File: config.mk
export PLATFORM = sky130hd
export DESIGN_NAME = switch_debounce
export DESIGN_NICKNAME = d
export VERILOG_FILES = /design/src/rtl/sw_pkg.sv /design/src/rtl/debounce_bit.sv /design/src/rtl/switch_debounce.sv
export SDC_FILE = /design/constraint.sdc
export NUM_CORES = 1
export LEC_CHECK = 0
export BUFFER_PORTS_ARGS = -buffer_cell sky130_fd_sc_hd__buf_2
export CORE_ASPECT_RATIO = 0.5
export CORE_MARGIN = 4
export CORE_UTILIZATION = 35
export CTS_CLUSTER_DIAMETER = 40
export DETAILED_ROUTE_END_ITERATION = 10
export SETUP_SLACK_MARGIN = 0.1
export SYNTH_ARGS = -nofsm -noshare
export SYNTH_HDL_FRONTEND = slang
export SYNTH_HIERARCHICAL = 1
export SYNTH_SLANG_ARGS = --single-unit
File: constraint.sdc
create_clock -name clk -period 7.07 [get_ports clk]
set_input_delay 0.707 -clock clk [delete_from_list [all_inputs] [get_ports clk]]
set_output_delay 0.707 -clock clk [all_outputs]
set_load 0.01 [all_outputs]
File: src/rtl/sw_pkg.sv
// Shared constants for the switch conditioning path.
package sw_pkg;

   localparam int unsigned SW_WIDTH           = 24;
   localparam int unsigned SW_SYNC_STAGES     = 2;
   localparam int unsigned SW_TICK_DIV_100MHZ = 100000;
   localparam int unsigned SW_STABLE_CNT      = 8;

   // Width of a counter that holds 0..n-1, never less than one bit.
   function automatic int unsigned cnt_width(input int unsigned n);
      return (n > 1) ? $clog2(n) : 1;
   endfunction

endpackage

File: src/rtl/debounce_bit.sv
// One switch bit: synchroniser chain, agreement counter and accept logic.
module debounce_bit
   import sw_pkg::*;
#(
   parameter int unsigned SYNC_STAGES = SW_SYNC_STAGES,
   parameter int unsigned STABLE_CNT  = SW_STABLE_CNT
) (
   input  logic clk,
   input  logic rst_n,
   input  logic tick,
   input  logic raw,
   output logic db,
   output logic db_next
);

   localparam int unsigned CntW = cnt_width(STABLE_CNT);

   logic [SYNC_STAGES-1:0] sync_q, sync_d;
   logic [CntW-1:0]        cnt_q, cnt_d;
   logic                   db_q, db_d;
   logic                   sw_sync;

   assign sw_sync = sync_q[SYNC_STAGES-1];

   always_comb begin
      sync_d = {sync_q[SYNC_STAGES-2:0], raw};
      cnt_d  = cnt_q;
      db_d   = db_q;
      if (tick) begin
         if (sw_sync == db_q) begin
            cnt_d = '0;
         end else if (cnt_q == CntW'(STABLE_CNT - 1)) begin
            db_d  = sw_sync;
            cnt_d = '0;
         end else begin
            cnt_d = cnt_q + 1'b1;
         end
      end
   end

   always_ff @(posedge clk or negedge rst_n) begin
      if (!rst_n) begin
         sync_q <= '0;
         cnt_q  <= '0;
         db_q   <= 1'b0;
      end else begin
         sync_q <= sync_d;
         cnt_q  <= cnt_d;
         db_q   <= db_d;
      end
   end

   assign db      = db_q;
   // Exposed so the top can register a change pulse aligned with the new db.
   assign db_next = db_d;

endmodule

File: src/rtl/switch_debounce.sv
// Debounced DIP-switch vector with change pulse; SW_IRQ_EN adds a sticky
// irq_pending flag cleared by irq_clr.
module switch_debounce
   import sw_pkg::*;
#(
   parameter int unsigned WIDTH       = SW_WIDTH,
   parameter int unsigned SYNC_STAGES = SW_SYNC_STAGES,
   parameter int unsigned TICK_DIV    = SW_TICK_DIV_100MHZ,
   parameter int unsigned STABLE_CNT  = SW_STABLE_CNT
) (
   input  logic             clk,
   input  logic             rst_n,
   input  logic [WIDTH-1:0] sw_raw,
   output logic [WIDTH-1:0] sw_db,
   output logic             sw_changed,
   input  logic             irq_clr,
   output logic             irq_pending
);

   localparam int unsigned PreW = cnt_width(TICK_DIV);

   logic [PreW-1:0]  pre_q, pre_d;
   logic             tick;
   logic [WIDTH-1:0] db_next;
   logic             sw_changed_q, sw_changed_d;

   assign tick = (pre_q == PreW'(TICK_DIV - 1));

   always_comb begin
      pre_d        = tick ? '0 : pre_q + 1'b1;
      sw_changed_d = (db_next != sw_db);
   end

   always_ff @(posedge clk or negedge rst_n) begin
      if (!rst_n) begin
         pre_q        <= '0;
         sw_changed_q <= 1'b0;
      end else begin
         pre_q        <= pre_d;
         sw_changed_q <= sw_changed_d;
      end
   end

   for (genvar i = 0; i < WIDTH; i++) begin : g_bit
      debounce_bit #(
         .SYNC_STAGES (SYNC_STAGES),
         .STABLE_CNT  (STABLE_CNT)
      ) u_bit (
         .clk     (clk),
         .rst_n   (rst_n),
         .tick    (tick),
         .raw     (sw_raw[i]),
         .db      (sw_db[i]),
         .db_next (db_next[i])
      );
   end

   assign sw_changed = sw_changed_q;

`ifdef SW_IRQ_EN
   logic irq_q, irq_d;

   // A new change outranks a simultaneous clear so no event is lost.
   always_comb begin
      irq_d = irq_q;
      if (sw_changed_q) begin
         irq_d = 1'b1;
      end else if (irq_clr) begin
         irq_d = 1'b0;
      end
   end

   always_ff @(posedge clk or negedge rst_n) begin
      if (!rst_n) begin
         irq_q <= 1'b0;
      end else begin
         irq_q <= irq_d;
      end
   end

   assign irq_pending = irq_q;
`else
   logic unused_irq_clr;
   assign unused_irq_clr = irq_clr;
   assign irq_pending    = 1'b0;
`endif

endmodule

==> results.sh, run 1 <==
export IMPL_io_buffers=50
export IMPL_status="complete, no violations"
export IMPL_path_buf_inv=2
export IMPL_ys_types=24
export IMPL_synth_xor_area_share_pct=7.89
export IMPL_cts_resized=0
export IMPL_clkTransAtPathRegs_ns=0.06
export IMPL_synthTopCellsByArea="dfrtp_1 58%, ha_1 8.8%, o22ai_1 6.4%"
export IMPL_synth_top_area_share_pct=58.0
export IMPL_viasPerCell=4.57
export IMPL_grt_overflow=0
export IMPL_slew_violations=0
export IMPL_synth_simple_area_share_pct=10.9
export IMPL_intPower_w=0.00157
export IMPL_num_vias=4266
export IMPL_cts_tree="done"
export IMPL_report_final_setup_viol=0
export IMPL_power_density_mw_per_mm2=236
export IMPL_drt_pass1_iterations=4
export IMPL_cts_made_buffers=17
export IMPL_fmax_ghz=0.269
export IMPL_io_pin_count=53
export IMPL_dp_hpwl_um=7690
export IMPL_cp_depth=11
export IMPL_end_kind="flop"
export IMPL_worst_slew_pin_slew_ns=0.855
export IMPL_final_nets=734
export IMPL_cts_hold_buf=0
export IMPL_fin_util_pct=42.1
export IMPL_dr_first_iter_drc_count=174
export IMPL_cts_root_buf="clkbuf_16"
export IMPL_worst_ep_required_time_ns=7.35
export IMPL_final_setup_skew_ns=0.00954
export IMPL_ys_ff_latch=162
export IMPL_post_route_period_util_pct=52.6
export IMPL_antenna_found_initial=0
export IMPL_crit_family="simple AND/OR/NAND/NOR gates"
export IMPL_path_common_cell="buf_4"
export IMPL_synth_top_area_cell="dfrtp_1"
export IMPL_grt_pass1_vias=4423
export IMPL_irDropWorstVdd_mv=0.125
export IMPL_final_hold_viol_count=0
export IMPL_yosysSeqAreaShare_pct=58.0
export IMPL_grt_usage_pct=10.9
export IMPL_async_flop_share_pct=100
export IMPL_clock_latency_ns=0.41
export IMPL_finalCriticalPeriod_ns=3.72
export IMPL_r2r_cells=11
export IMPL_setup_tns_ns=0
export IMPL_antenna_left=0
export IMPL_synth_edff_count=0
export IMPL_fin_ws_ns=3.35
export IMPL_rsz0062_at_grt="false"
export IMPL_clock_path_buffers=2
export IMPL_synth_common_cells="162 x dfrtp_1, 74 x nand2_1, 72 x inv_1, 72 x o22ai_1"
export IMPL_power_switching_w=0.000376
export IMPL_slew_headroom_pct=43.0
export IMPL_diodes=0
export IMPL_cts_sinks=162
export IMPL_wl_um=11200
export IMPL_die_area_sq_mm=0.0225
export IMPL_synth_compound_area_share_pct=6.44
export IMPL_path_max_fanout=36
export IMPL_startpoint_type="flop"
export IMPL_synth_mux_area_share_pct=3.86
export IMPL_synth_fa_ha_area_share_pct=8.76
export IMPL_globalplace_congestion=0.733
export IMPL_start_util_pct=35.8
export IMPL_syn_avg_cell_area_sq_um=11.9
export IMPL_dp_worst_setup_slack_ns=3.27
export IMPL_clkPwrFrac_pct=49.3
export IMPL_area_delta_synth_final_pct=17.6
export IMPL_drv_cap=0
export IMPL_cts_max_level=4
export IMPL_pwr_share_comb_pct=1.9
export IMPL_synth_fp_nets=664
export IMPL_drive_gt1_share_pct=16.5
export IMPL_core_sq_mm=0.0195
export IMPL_synthFlopType="dfrtp_1"
export IMPL_worstPathArrival_ns=4.00
export IMPL_critPathSlowestCell="nor3_4"
export IMPL_synth_top_family_by_area="simple AND/OR/NAND/NOR gates"
export IMPL_switching_share_pct=19.4
export IMPL_die_h_um=108
export IMPL_seqPwrFrac_pct=48.8
export IMPL_crit_chain="ha_1, and4_1, nand2_2, nor3_4, buf_4, buf_4, nand2_1, mux2_2, xor2_1, nor4_1, nand3_1"
export IMPL_hold_path_depth=0
export IMPL_die_w_um=208
export IMPL_synthesis_area_sq_mm=0.00700
export IMPL_p_leak_nw=3.88
export IMPL_ys_warn_count=6
export IMPL_criticalPathCategory="flop to flop"
export IMPL_rows=36
export IMPL_cpPeakStageDelay_ns=0.64
export IMPL_grt_max_degree=93
export IMPL_drc_errors=0
export IMPL_routedWlPerCell_um=12.0
export IMPL_min_delay_path_class="flop to flop"
export IMPL_cts_setup_buffers=0
export IMPL_synth_cells=588
export IMPL_yosysMostFrequentCell="dfrtp_1"
export IMPL_grt_pass1_wl_um=20200
[final cells by class]
class,count,area [sq um]
clock inverter,9,155
tap,266,333
multi-input combinational,351,2650
sequential,162,4050
inverter,72,270
clock buffer,20,467
fill,1796,11300
timing repair buffer,54,299
[power by group through the flow]
stage / registers (W) / clock network, W / logic, W
2_1_floorplan: 0.000963 / 0 / 0.0000109
5_1_grt: 0.000949 / 0.00103 / 0.0000431
3_5_place_dp: 0.000965 / 0 / 0.0000391
3_3_place_gp: 0.000964 / 0 / 0.0000388
4_1_cts: 0.000948 / 0.000986 / 0.0000393
6_report: 0.000948 / 0.000958 / 0.0000369
[worst reg2reg max path: cells and delay by family (launching register included)]
kind          cells  cell delay, ns
xor+xnor          1            0.15
fa+ha+maj         1            0.22
buf+inv           2            0.82
flops             1            0.41
mux               1            0.29
simple gates      6            1.70
[layout by cell type, fill, tap and decap left out, types with 2 or more instances in the layout]
cell,instances
and4_1,5
buf_2,49
buf_4,3
bufinv_16,4
clkbuf_16,17
clkbuf_8,3
clkinv_2,2
dfrtp_1,162
ha_1,49
inv_1,72
mux2_2,24
nand2_1,74
nand3_1,7
nand4_1,11
nor2_1,10
nor4_1,4
o22ai_1,72
or3b_1,24
xnor2_1,49
xor2_1,14
[metal layers]
layer	up-vias	part of all wire, %	track usage [%]
li1	2151	-	-
met1	2081	47	13.5
met2	29	50	18.9
met3	5	2.3	3.45
met4	0	0.66	2.90
met5	-	0	0
[registers in the layout (all words and copies together) (netlist names)]
register,flops
g_bit.u_bit/cnt_q,72
g_bit.u_bit/db,24
g_bit.u_bit/sync_q,48
pre_q,17
sw_changed,1
[logic make-up after synthesis]
logic type | count (synthesis)
multiplexers | 24
XOR/XNOR | 63
adder cells (fa/ha/maj) | 49
AO/OA/AOI/OAI | 72
AND/OR/NAND/NOR | 142
buffers and inverters | 75
other | 1
flip-flops | 162
[path summary, 6_finish.rpt]
| path | startpoint | slack [ns] | to |
|---|---|---|---|
| min in group asynchronous | rst_n | 0.36 | g_bit[15].u_bit/cnt_q[0]$_DFFE_PN0P_ |
| max in group asynchronous | rst_n | 5.35 | g_bit[13].u_bit/cnt_q[2]$_DFFE_PN0P_ |
| max reg2reg | pre_q[0]$_DFF_PN0_ | 3.35 | sw_changed$_DFF_PN0_ |
| max | pre_q[0]$_DFF_PN0_ | 3.35 | sw_changed$_DFF_PN0_ |
| min reg2reg | g_bit[9].u_bit/sync_q[0]$_DFF_PN0_ | 0.34 | g_bit[9].u_bit/sync_q[1]$_DFF_PN0_ |
| min | g_bit[9].u_bit/sync_q[0]$_DFF_PN0_ | 0.34 | g_bit[9].u_bit/sync_q[1]$_DFF_PN0_ |
[stage by stage]
| step | cell area [sq um] | hold WS, ns | std cells | total power [W] |
|---|---|---|---|---|
| after CTS | 8230 | 0.344 | 934 | 0.00197 |
| after global placement | 7610 | 0.332 | 905 | 0.00100 |
| after detailed placement | 7610 | 0.336 | 905 | 0.00100 |
| after global routing | 8230 | 0.351 | 934 | 0.00202 |
| final | 8230 | 0.341 | 934 | 0.00194 |
| after floorplan | 7000 | 0.331 | 588 | 0.000974 |
(Power assumes the default switching activity.)
==> run 2: changes to the inputs <==
==> constraint.sdc (replaced) <==
create_clock -name clk -period 3.88 [get_ports clk]
set_input_delay 0.388 -clock clk [delete_from_list [all_inputs] [get_ports clk]]
set_output_delay 0.388 -clock clk [all_outputs]
set_load 0.01 [all_outputs]
==> run 2 against run 1 <==
Effect of this change: first-iteration DRC count rose by 86%; via count barely moved; cell area rose by 1.2%; highest routed layer unchanged.
==> results.sh, run 2 (synthesized netlist as in run 1, its figures left out) <==
export IMPL_status="complete, no violations"
export IMPL_io_pin_count=53
export IMPL_path_max_fanout=46
export IMPL_cts_sinks=162
export IMPL_startpoint_type="flop"
export IMPL_post_route_period_util_pct=80.9
export IMPL_rrSetupSlack_ns=0.74
export IMPL_die_h_um=108
export IMPL_grt_usage_pct=11.2
export IMPL_slew_headroom_pct=40.8
export IMPL_final_setup_skew_ns=0.00623
export IMPL_r2r_start="pre_q[0]$_DFF_PN0_"
export IMPL_mostFrequentLayoutCells="162 x dfrtp_1, 74 x nand2_1, 72 x inv_1, 72 x o22ai_1"
export IMPL_met1_usage_pct=14.3
export IMPL_critPathSlowestCell="dfrtp_1"
export IMPL_cts_made_buffers=17
export IMPL_r2r_cells=11
export IMPL_power_density_mw_per_mm2=424
export IMPL_fillerInstances=1831
export IMPL_stdcell_area_sq_mm=0.00833
export IMPL_cpPeakStageDelay_ns=0.40
export IMPL_cts_setup_buffers=0
export IMPL_top_register="g_bit.u_bit/cnt_q"
export IMPL_grt_max_degree=96
export IMPL_antenna_left=0
export IMPL_start_util_pct=35.8
export IMPL_busiest_layer="met2"
export IMPL_dp_worst_setup_slack_ns=0.698
export IMPL_die_w_um=208
export IMPL_drv_cap=0
export IMPL_p_leak_nw=3.94
export IMPL_area_delta_synth_final_pct=19.0
export IMPL_dr_first_iter_drc_count=323
export IMPL_clock_latency_ns=0.42
export IMPL_fin_ws_ns=0.740
export IMPL_dp_hpwl_um=7970
export IMPL_rows=36
export IMPL_final_common_cell="dfrtp_1"
export IMPL_io_buffers=50
export IMPL_grt_overflow=0
export IMPL_min_delay_path_class="input pin to async pin"
export IMPL_rsz0062_at_grt="false"
export IMPL_fmax_ghz=0.319
export IMPL_antenna_found_initial=0
export IMPL_grt_pass1_vias=4315
export IMPL_largest_register_ffs=72
export IMPL_cts_resized=0
export IMPL_grt_use_met3_pct=2.99
export IMPL_drt_pass1_iterations=4
export IMPL_drive_gt1_share_pct=17.6
export IMPL_end_kind="flop"
export IMPL_drc_errors=0
export IMPL_timing_rr_end="sw_changed$_DFF_PN0_"
export IMPL_finalNonFillerCells=942
export IMPL_cts_tree="done"
export IMPL_worst_slew_pin_slew_ns=0.888
export IMPL_viasPerCell=4.53
export IMPL_criticalPathCategory="flop to flop"
export IMPL_worst_ep_required_time_ns=4.17
export IMPL_finalCriticalPeriod_ns=3.14
export IMPL_crit_end="sw_changed$_DFF_PN0_"
export IMPL_irDropWorstVdd_mv=0.300
export IMPL_whs_ns=0.0438
export IMPL_dp_cells=910
export IMPL_multi_input_area_sq_mm=0.00270
export IMPL_diodes=0
export IMPL_cts_root_buf="clkbuf_16"
export IMPL_report_final_setup_viol=0
export IMPL_wl_um=11700
export IMPL_cts_hold_buf=0
export IMPL_regArea_sq_mm=0.00405
export IMPL_critPathLaunch="pre_q[0]$_DFF_PN0_"
export IMPL_globalplace_congestion=0.732
export IMPL_final_hold_viol_count=0
export IMPL_core_sq_mm=0.0195
export IMPL_clock_path_buffers=2
export IMPL_met2_usage_pct=18.2
export IMPL_placed_area_sq_mm=0.00771
export IMPL_die_area_sq_mm=0.0225
export IMPL_final_nets=739
export IMPL_clkTransAtPathRegs_ns=0.06
export IMPL_cts_max_level=4
export IMPL_num_vias=4267
export IMPL_slew_violations=0
export IMPL_routedWlPerCell_um=12.4
export IMPL_crit_chain="ha_2, and4_1, nand2_4, nor3_4, buf_12, buf_4, nand2_1, mux2_4, xor2_1, nor4_1, nand3_1"
export IMPL_grt_pass1_wl_um=20400
export IMPL_worstPathArrival_ns=3.43
[run 2: per-stage QoR]
step / utilization (%) / TNS (ns) / power, W
after floorplan: - / -52.91 / 0.00178
after global placement: 39.4 / 0 / 0.00183
after detailed placement: 39.4 / 0 / 0.00183
after CTS: 42.6 / 0 / 0.00358
after global routing: 42.6 / 0 / 0.00367
final: 42.6 / 0 / 0.00353
[run 2: critical path: cells and delay by family (launching register included)]
kind	cells	cell delay, ns
adder cells (fa/ha/maj)	1	0.22
AND/OR/NAND/NOR	6	1.39
buffers and inverters	2	0.52
flip-flops	1	0.40
XOR/XNOR	1	0.15
multiplexers	1	0.31
[run 2: power breakdown]
group	switching, W	internal, W
Clock	0.000694	0.00104
Sequential	0.0000123	0.00171
Combinational	0.0000476	0.0000225
Total	0.000754	0.00277
[run 2: final cells by class]
class | instances | area share [%]
inverter | 72 | 3.25
timing repair buffer | 59 | 4.19
clock buffer | 18 | 5.28
multi-input combinational | 351 | 32.4
tap | 266 | 4.00
sequential | 162 | 48.7
clock inverter | 14 | 2.16
[run 2: layer usage]
| metal | share of wire, % | vias to the layer above |
|---|---|---|
| li1 | - | 2179 |
| met4 | 1.9 | 0 |
| met5 | 0 | - |
| met1 | 49 | 2042 |
| met3 | 2.5 | 17 |
| met2 | 47 | 29 |
[run 2: worst min path at each step]
stage                                              from                              endpoint  cells past startpoint
floorplan                                         rst_n   g_bit[0].u_bit/cnt_q[0]$_DFFE_PN0P_                      0
detailed placement  g_bit[22].u_bit/sync_q[0]$_DFF_PN0_   g_bit[22].u_bit/sync_q[1]$_DFF_PN0_                      0
global placement    g_bit[21].u_bit/sync_q[0]$_DFF_PN0_   g_bit[21].u_bit/sync_q[1]$_DFF_PN0_                      0
CTS                                           sw_raw[4]    g_bit[4].u_bit/sync_q[0]$_DFF_PN0_                      1
finish                                            rst_n  g_bit[11].u_bit/cnt_q[1]$_DFFE_PN0P_                      1
global route                                  sw_raw[5]    g_bit[5].u_bit/sync_q[0]$_DFF_PN0_                      1
